<file path="src/rtl/cache_filler.sv">
// cache_filler: memory-side responder for the cached bus controller.
// It accepts single READ/WRITE commands, acknowledges them with a one-cycle
// pulse, and owns a single four-halfword read line. Read misses become a
// 4-beat critical-word-first burst; writes become single-halfword writes
// with an optional write-through patch of the line.
//
// Ports:
//   clk, reset        clock, asynchronous active-low reset
//   cmd_req[1:0]      0/3 idle, 1 WRITE, 2 READ (level, held until cmd_ack)
//   cmd_ack           one-cycle command acknowledge
//   cache_invalid     clear the line (with READ or alone in idle)
//   cache_update      enable write-through patch (with WRITE)
//   addr[25:0]        byte address; wdata[15:0] write data
//   cache_addr[22:0]  line tag; cache_data_1d[63:0] line data;
//   cache_valid[3:0]  per-word valid bits
//   mem_req/mem_wr/mem_addr/mem_wdata  SDRAM controller request
//   mem_ack/mem_rvalid/mem_rdata       SDRAM controller response
module cache_filler (
  input  logic        clk,
  input  logic        reset,
  input  logic [1:0]  cmd_req,
  output logic        cmd_ack,
  input  logic        cache_invalid,
  input  logic        cache_update,
  input  logic [25:0] addr,
  input  logic [15:0] wdata,
  output logic [22:0] cache_addr,
  output logic [63:0] cache_data_1d,
  output logic [3:0]  cache_valid,
  output logic        mem_req,
  output logic        mem_wr,
  output logic [24:0] mem_addr,
  output logic [15:0] mem_wdata,
  input  logic        mem_ack,
  input  logic        mem_rvalid,
  input  logic [15:0] mem_rdata
);

  localparam int unsigned TAG_W   = 23;
  localparam int unsigned MADDR_W = 25;
  localparam int unsigned HW_W    = 16;
  localparam int unsigned LINE_W  = 64;
  localparam int unsigned WORDS   = 4;

  localparam logic [1:0] CMD_WRITE = 2'd1;
  localparam logic [1:0] CMD_READ  = 2'd2;

  typedef enum logic [1:0] {
    S_IDLE  = 2'd0,
    S_RDATA = 2'd1,
    S_WREQ  = 2'd2,
    S_WDONE = 2'd3
  } state_e;

  state_e               state_q, state_d;
  logic                 cmd_ack_q, cmd_ack_d;
  logic                 mem_req_q, mem_req_d;
  logic                 mem_wr_q, mem_wr_d;
  logic [MADDR_W-1:0]   mem_addr_q, mem_addr_d;
  logic [HW_W-1:0]      mem_wdata_q, mem_wdata_d;
  logic [TAG_W-1:0]     cache_addr_q, cache_addr_d;
  logic [LINE_W-1:0]    cache_data_q, cache_data_d;
  logic [WORDS-1:0]     cache_valid_q, cache_valid_d;
  logic [1:0]           start_q, start_d;
  logic [1:0]           beat_q, beat_d;
  logic [1:0]           word_idx;

  // State and output registers
  always_ff @(posedge clk or negedge reset) begin
    if (!reset) begin
      state_q       <= S_IDLE;
      cmd_ack_q     <= 1'b0;
      mem_req_q     <= 1'b0;
      mem_wr_q      <= 1'b0;
      mem_addr_q    <= '0;
      mem_wdata_q   <= '0;
      cache_addr_q  <= {TAG_W{1'b1}};
      cache_data_q  <= '0;
      cache_valid_q <= '0;
      start_q       <= '0;
      beat_q        <= '0;
    end else begin
      state_q       <= state_d;
      cmd_ack_q     <= cmd_ack_d;
      mem_req_q     <= mem_req_d;
      mem_wr_q      <= mem_wr_d;
      mem_addr_q    <= mem_addr_d;
      mem_wdata_q   <= mem_wdata_d;
      cache_addr_q  <= cache_addr_d;
      cache_data_q  <= cache_data_d;
      cache_valid_q <= cache_valid_d;
      start_q       <= start_d;
      beat_q        <= beat_d;
    end
  end

  // Next-state and register-update logic
  always_comb begin
    state_d       = state_q;
    cmd_ack_d     = 1'b0;
    mem_req_d     = mem_req_q;
    mem_wr_d      = mem_wr_q;
    mem_addr_d    = mem_addr_q;
    mem_wdata_d   = mem_wdata_q;
    cache_addr_d  = cache_addr_q;
    cache_data_d  = cache_data_q;
    cache_valid_d = cache_valid_q;
    start_d       = start_q;
    beat_d        = beat_q;
    word_idx      = addr[2:1];

    case (state_q)
      S_IDLE: begin
        if (cmd_req == CMD_READ) begin
          // Acknowledge immediately; the line is refilled in the background
          cmd_ack_d     = 1'b1;
          cache_addr_d  = addr[25:3];
          cache_valid_d = '0;
          start_d       = addr[2:1];
          beat_d        = '0;
          mem_req_d     = 1'b1;
          mem_wr_d      = 1'b0;
          mem_addr_d    = addr[25:1];
          state_d       = S_RDATA;
        end else begin
          if (cmd_req == CMD_WRITE) begin
            mem_req_d   = 1'b1;
            mem_wr_d    = 1'b1;
            mem_addr_d  = addr[25:1];
            mem_wdata_d = wdata;
            // Write-through only into a word that already holds valid data
            if (cache_update && (addr[25:3] == cache_addr_q) &&
                cache_valid_q[word_idx]) begin
              cache_data_d[{word_idx, 4'b0000} +: HW_W] = wdata;
            end
            state_d = S_WREQ;
          end
          if (cache_invalid) begin
            cache_valid_d = '0;
          end
        end
      end

      S_RDATA: begin
        if (mem_ack) begin
          mem_req_d = 1'b0;
        end
        if (mem_rvalid) begin
          // Critical word first: beat k lands in word (start + k) mod 4
          word_idx                                   = start_q + beat_q;
          cache_data_d[{word_idx, 4'b0000} +: HW_W]  = mem_rdata;
          cache_valid_d[word_idx]                    = 1'b1;
          beat_d                                     = beat_q + 2'd1;
          if (beat_q == 2'd3) begin
            state_d = S_IDLE;
          end
        end
      end

      S_WREQ: begin
        if (mem_ack) begin
          mem_req_d = 1'b0;
          cmd_ack_d = 1'b1;
          state_d   = S_WDONE;
        end
      end

      // Guard cycle: the bus withdraws cmd_req before the next sample
      S_WDONE: begin
        state_d = S_IDLE;
      end

      default: begin
        state_d = S_IDLE;
      end
    endcase
  end

  assign cmd_ack       = cmd_ack_q;
  assign mem_req       = mem_req_q;
  assign mem_wr        = mem_wr_q;
  assign mem_addr      = mem_addr_q;
  assign mem_wdata     = mem_wdata_q;
  assign cache_addr    = cache_addr_q;
  assign cache_data_1d = cache_data_q;
  assign cache_valid   = cache_valid_q;

endmodule

</file>
<file path="config.mk">
export PLATFORM = sky130hd
export DESIGN_NAME = cache_filler
export DESIGN_NICKNAME = d
export VERILOG_FILES = /design/src/rtl/cache_filler.sv
export SDC_FILE = /design/constraint.sdc
export NUM_CORES = 1
export LEC_CHECK = 0
export CAP_MARGIN = 0
export CORE_UTILIZATION = 43
export CTS_CLUSTER_SIZE = 30
export DETAILED_ROUTE_END_ITERATION = 8
export PLACE_DENSITY = 0.77
export SLEW_MARGIN = 20
export SYNTH_ARGS = -nofsm -noshare
export SYNTH_HDL_FRONTEND = slang
export SYNTH_SLANG_ARGS = --single-unit
</file>
<file path="constraint.sdc">
create_clock -name clk -period 2.3 [get_ports clk]
set_input_delay 0.46 -clock clk [delete_from_list [all_inputs] [get_ports clk]]
set_output_delay 0.46 -clock clk [all_outputs]
set_load 0.01 [all_outputs]
</file>
======== Word-level counts from Yosys, hierarchy flattened ========
Index checks and enable logic that the tools add are counted.
storage, ports and cells
  flip-flop bits (word level) ............. 141
  input port bits ......................... 66
  output and inout bits ................... 135
  logic and storage cells ................. 91
operators by class
  $add $sub $neg .......................... 4
  order comparisons ....................... 3
  equality and inequality tests ........... 17
  shift-type cells ........................ 4
  mux-type cells .......................... 34
  bitwise logic cells ..................... 2
  reduce and logical (&&, ||, !) cells .... 16
operators with widths
  operator                 count
  $mux 64                  4
  $bwmux 64                2
  $pmux 64 s2              1
  $shift 16x8->64 const A  2
  $shiftx 16x8->64         2
  $mux 25                  2
  $eq 23x23->1             1
  $neg 6->8                2
  $mux 2                   7
  $ne 2x2->1 const B       7
  $mux 4                   3
  $reduce_and 3->1         4
  $eq 2x2->1 const B       4
  $mux 1                   8
  $pmux 2 s4               1
  $pmux 4 s2               1
  $lt 2x3->1 const B       2
  $ne 3x3->1 const B       2
  $reduce_bool 2->1        3
  $reduce_and 5->1         1
  $eq 2x1->1 const B       2
  $or 4x4->4               1
  $pmux 1 s2               2
  $pmux 2 s2               1
  other kinds (12)         15

======== Logic depth before layout (Yosys ltp) ========
  depth after elaboration ................. 8
  gate-level depth with buffers ........... 11
  depth with buffers taken out ............ 9

======== Least setup slack after synthesis ========
Ideal clock, no wire load.
  path kind ............................... in2reg
  start point ............................. input cmd_req[0]
  end point ............................... register cache_data_q[10] (netlist: cache_data_1d[10])
  library setup time ...................... 125 ps
  data arrival time ....................... 2460 ps
  required time ........................... 2175 ps
  path slack .............................. -285 ps
  stages .................................. 9
  buffers on the path ..................... 1
  path through ............................ inv_1 > ha_1 > nand2b_1 > a221o_1 > nor4_4 > nand4_4 > o21ai_4 > buf_12 > mux2_4
between the ends
  longest elaborated chain between the ends .. 3
  elaborated cells between the ends (all ways) .. 5
  classes of those cells .................. eq/ne (4); reduce/logical (1)
ends and longest elaborated chain
  item                                             line      text
  start: declaration                               21        input logic [1:0] cmd_req,
  $eq 2x1->1 / $eq 2x2->1 (equally long branches)  126, 114
  $ne 2x2->1 (no line)                             n/a
  $reduce_and 5->1 (no line) *                     n/a
  end signal: assignment                           90        cache_data_q <= cache_data_d;
  end: declaration                                 62        logic [LINE_W-1:0] cache_data_q, cache_data_d;
Mark *: on every way between the ends. The rest lies on a longest branch, timed or not.
A chain may end at the register's enable or synchronous reset.

======== Final worst setup path ========
  start point ............................. register state_q[1]
  end point ............................... register cache_data_q[20] (netlist: cache_data_1d[20])
between the ends
  longest elaborated chain between the ends .. 3
  elaborated cells between the ends (all ways) .. 9
  classes of those cells .................. eq/ne (5); mux (1); reduce/logical (3)
ends and longest elaborated chain
  item                                                              line  text
  start: declaration                                                55    state_e state_q, state_d;
  start signal: assignment                                          83    state_q <= state_d;
  $eq 2x1->1 / $logic_not 2->1 (equally long branches)              112   case (state_q)
  $ne 2x2->1 (no line) / $reduce_bool 2->1 (equally long branches)  n/a
  $reduce_and 5->1 (no line)                                        n/a
Parallel ways exist; a longest one is shown, timed or not.

==> run_results.csv <==
group,metric,value,unit
sta,worst_slew_pin_slew,1010,ps
sta,fin_skew,10.6,ps
routing,drc,0,
sta,finalCritPeriodShare,105,%
placement,globalplace.congestion,0.859,
routing,drt-wirelength-per-cell,20.8,µm
placement,dp_hpwl,14000,µm
synthesis,synthCells,505,
synthesis,ys.flop_type,"dfrtp_1",
cts,clk_pin_slew,60,ps
die,rows,45,
critical_path,arrival,2720,ps
cts,clk_latency,430,ps
die,start_util,44.5,%
synthesis,yosys_warnings,0,
synthesis,yosysSeqAreaShare,51.8,%
sta,setup_violations,64,
power_and_ir_drop,clkPwrFrac,20.7,%
power_and_ir_drop,power_density,1250,nW/µm²
job,drv_cap,0,
placement,pre_cts_ws,-721,ps
critical_path,cpMaxStageDelayCell,"dfrtp_1",
routing,ant_nets,0,
finish,num-nets-final,856,
finish,final_common_cell,"clkdlybuf4s50_1",
sta,setup_slack,-116,ps
synthesis,async_reset_ff_share,100,%
routing,routed_wl,20700,µm
critical_path,crit_family,"buffers and inverters",
grt,grt_pass1_wl,32000,µm
die,die_w,128,µm
critical_path,path_cells,"inv_2 > ha_4 > nand2b_4 > a221o_1 > nor4_4 > nand4_4 > buf_6 > o32ai_4 > buf_12 > buf_12 > mux2_2",
grt,grt_max_degree,65,
power_and_ir_drop,leakage,4.67,nW
routing,first_pass_iters,4,
power_and_ir_drop,p_seq_share,31.0,%
synthesis,syn_avg_cell_area,13.6,µm²
cts,tritoncts,"done",
power_and_ir_drop,p_int,0.00910,W
cts,clockBufferDepth,2,
cts,htreeDepth,4,
critical_path,end_kind,"flip-flop",
power_and_ir_drop,p_switching,0.00443,W
grt,grt_pass1_vias,5852,
sta,min_period,2420,ps
synthesis,synth.ff_latch_count,141,
sta,hold_viol,0,
cts,cts-root-buf,"clkbuf_16",
placement,io_buffers,199,
die,die_area,16500,µm²
critical_path,reg2reg_depth,11,
power_and_ir_drop,ir_drop,0.000690,V
sta,grt_setup_unrepaired,"yes",
synthesis,synth_cell_types,40,
critical_path,slowest_delay,390,ps
critical_path,crit_type,"reg2reg",
cts,cts_buffers,17,
critical_path,r2r_start,"state_q[1]$_DFFE_PN0P_",
critical_path,critical_path.most_common_cell,"buf_12",
hold_path,hold_path_class,"in2async",
sta,slew_headroom,32.4,%
sta,finalSetupTns,-5240,ps
critical_path,crit_fanout,8,
sta,finalMaxSlewViolations,0,
grt,antenna_found_initial,1,
critical_path,r2r_end,"cache_data_1d[20]$_DFFE_PN0P_",
die,die_y,128,µm
routing,routed-via-count,5405,
grt,grt-ovfl-total,0,
synthesis,synth.cell_area,6870,µm²
finish,final_cell_mix,"190 x clkdlybuf4s50_1, 118 x dfrtp_1, 68 x mux2_2",
die,core_area,15400,µm²
outcome,violations,"setup timing",
critical_path,critical_path.startpoint_type,"flip-flop",
critical_path,cp.required,2600,ps
grt,track_usage,25.9,%
routing,vias_per_cell,5.41,
synthesis,syn-num-nets,587,
critical_path,critPathBufInv,4,
power_and_ir_drop,combPwrFrac,48.4,%
synthesis,synth_edf_count,0,
critical_path,rrSetupSlack,-120,ps
sta,fmax,414,MHz
cts,clock-sinks,141,
outcome,status,"complete, but fails checks",
finish,drive_above_1_share,37.2,%
power_and_ir_drop,p_total,0.0135,W
die,io_pins,201,
power_and_ir_drop,swShare,32.7,%
routing,drtIter0Drc,375,
finish,area_growth,56.9,%
[kinds of logic (layout without fill, tap and decap cells)]
| family | Yosys count | count (layout) | share of synthesized area (%) |
|---|---|---|---|
| simple gates | 64 | 65 | 5.17 |
| fa+ha+maj | 16 | 16 | 2.91 |
| mux | 127 | 127 | 22.5 |
| other cells | 0 | 1 | 0 |
| buf+inv | 37 | 318 | 2.86 |
| xor+xnor | 23 | 23 | 2.93 |
| compound gates | 97 | 97 | 11.8 |
| flops | 141 | 141 | 51.8 |
[routing by layer]
| metal | part of all wire (%) | routed length (µm) | vias to the layer above | GRT usage [%] |
|---|---|---|---|---|
| met5 | 0 | 0 | - | 0 |
| met4 | 1.9 | 392 | 0 | 9.55 |
| met3 | 8.5 | 1760 | 32 | 7.53 |
| met2 | 50 | 10300 | 267 | 44.9 |
| met1 | 40 | 8270 | 2695 | 30.5 |
| li1 | - | - | 2411 | - |
[worst max path at each step]
stage	start	to	cells after the start
3_5_place_dp	cmd_req[0]	cache_data_1d[4]$_DFFE_PN0P_	10
4_1_cts	state_q[0]$_DFFE_PN0P_	cache_data_1d[20]$_DFFE_PN0P_	11
5_1_grt	state_q[0]$_DFFE_PN0P_	cache_data_1d[23]$_DFFE_PN0P_	11
3_3_place_gp	cmd_req[0]	cache_data_1d[2]$_DFFE_PN0P_	10
6_report	state_q[1]$_DFFE_PN0P_	cache_data_1d[20]$_DFFE_PN0P_	11
2_1_floorplan	cmd_req[0]	cache_data_1d[10]$_DFFE_PN0P_	9
[Yosys cell counts, types with 2 or more instances]
cell type  instances  area (µm²)
a21oi_1            7        35.0
a221o_1            2        20.0
a22o_1            65         569
a22oi_1            2        15.0
and4_1             2        17.5
buf_1              5        18.8
buf_12             3        60.1
clkbuf_1          14        52.6
dfrtp_1          118        2950
dfstp_2           23         604
ha_1              16         200
inv_1             13        48.8
mux2_1            10         113
mux2_2            82         923
mux2_4            30         450
mux2i_1            4        40.0
nand2_1           26        97.6
nand2b_1           5        31.3
nand3_1            4        20.0
nand4_1            2        12.5
nor2_1            10        37.5
nor2b_1            4        25.0
nor4_1             5        31.3
o21ai_0           14        70.1
o21ai_4            3        48.8
xnor2_1           13         114
xor2_1            10        87.6
[timing repair]
item,in CTS,in global routing
setup endpoints to repair,64,64
hold buffers,0,0
pin swaps,8,3
gates resized for setup,67,16
cloned,4,1
buffers inserted,16,1
[registers in the layout (all words and copies together), names as in the netlist]
name	cells
beat_q	2
cache_data_1d	64
mem_addr	25
cmd_ack	1
mem_wr	1
start_q	2
cache_addr	23
cache_valid	4
state_q	2
mem_wdata	16
mem_req	1
[power groups by stage]
stage / Sequential (W) / Combinational (W) / Clock [W]
6_report: 0.00419 / 0.00654 / 0.00279
5_1_grt: 0.00430 / 0.00695 / 0.00294
4_1_cts: 0.00419 / 0.00639 / 0.00283
3_5_place_dp: 0.00419 / 0.00552 / 0
3_3_place_gp: 0.00414 / 0.00538 / 0
2_1_floorplan: 0.00450 / 0.00222 / 0
[metrics by stage]
stage | area [µm²] | std cells | hold WS, ps | util (%)
global route | 10800 | 999 | 87.7 | 69.9
floorplan | 6940 | 505 | 164 | -
finish | 10800 | 999 | 45.2 | 69.9
detailed placement | 9620 | 945 | 473 | 62.3
CTS | 10700 | 996 | 60.4 | 69.3
global placement | 9620 | 945 | 469 | 62.3
[worst register-to-register path, cell delays in order (launching register included)]
cell and delay [ps]:
dfrtp_1 390, inv_2 100, ha_4 150, nand2b_4 50
a221o_1 310, nor4_4 200, nand4_4 180, buf_6 170
o32ai_4 110, buf_12 160, buf_12 140, mux2_2 340
[layout make-up]
type	count	area [µm²]
Fill cell	1063	4640
Sequential cell	141	3560
Multi-Input combinational cell	328	3470
Timing Repair Buffer	273	2830
Clock buffer	22	464
Tap cell	211	264
Clock inverter	10	139
Inverter	13	56.3
Antenna cell	1	2.50
Power figures use the tool's default switching activity.
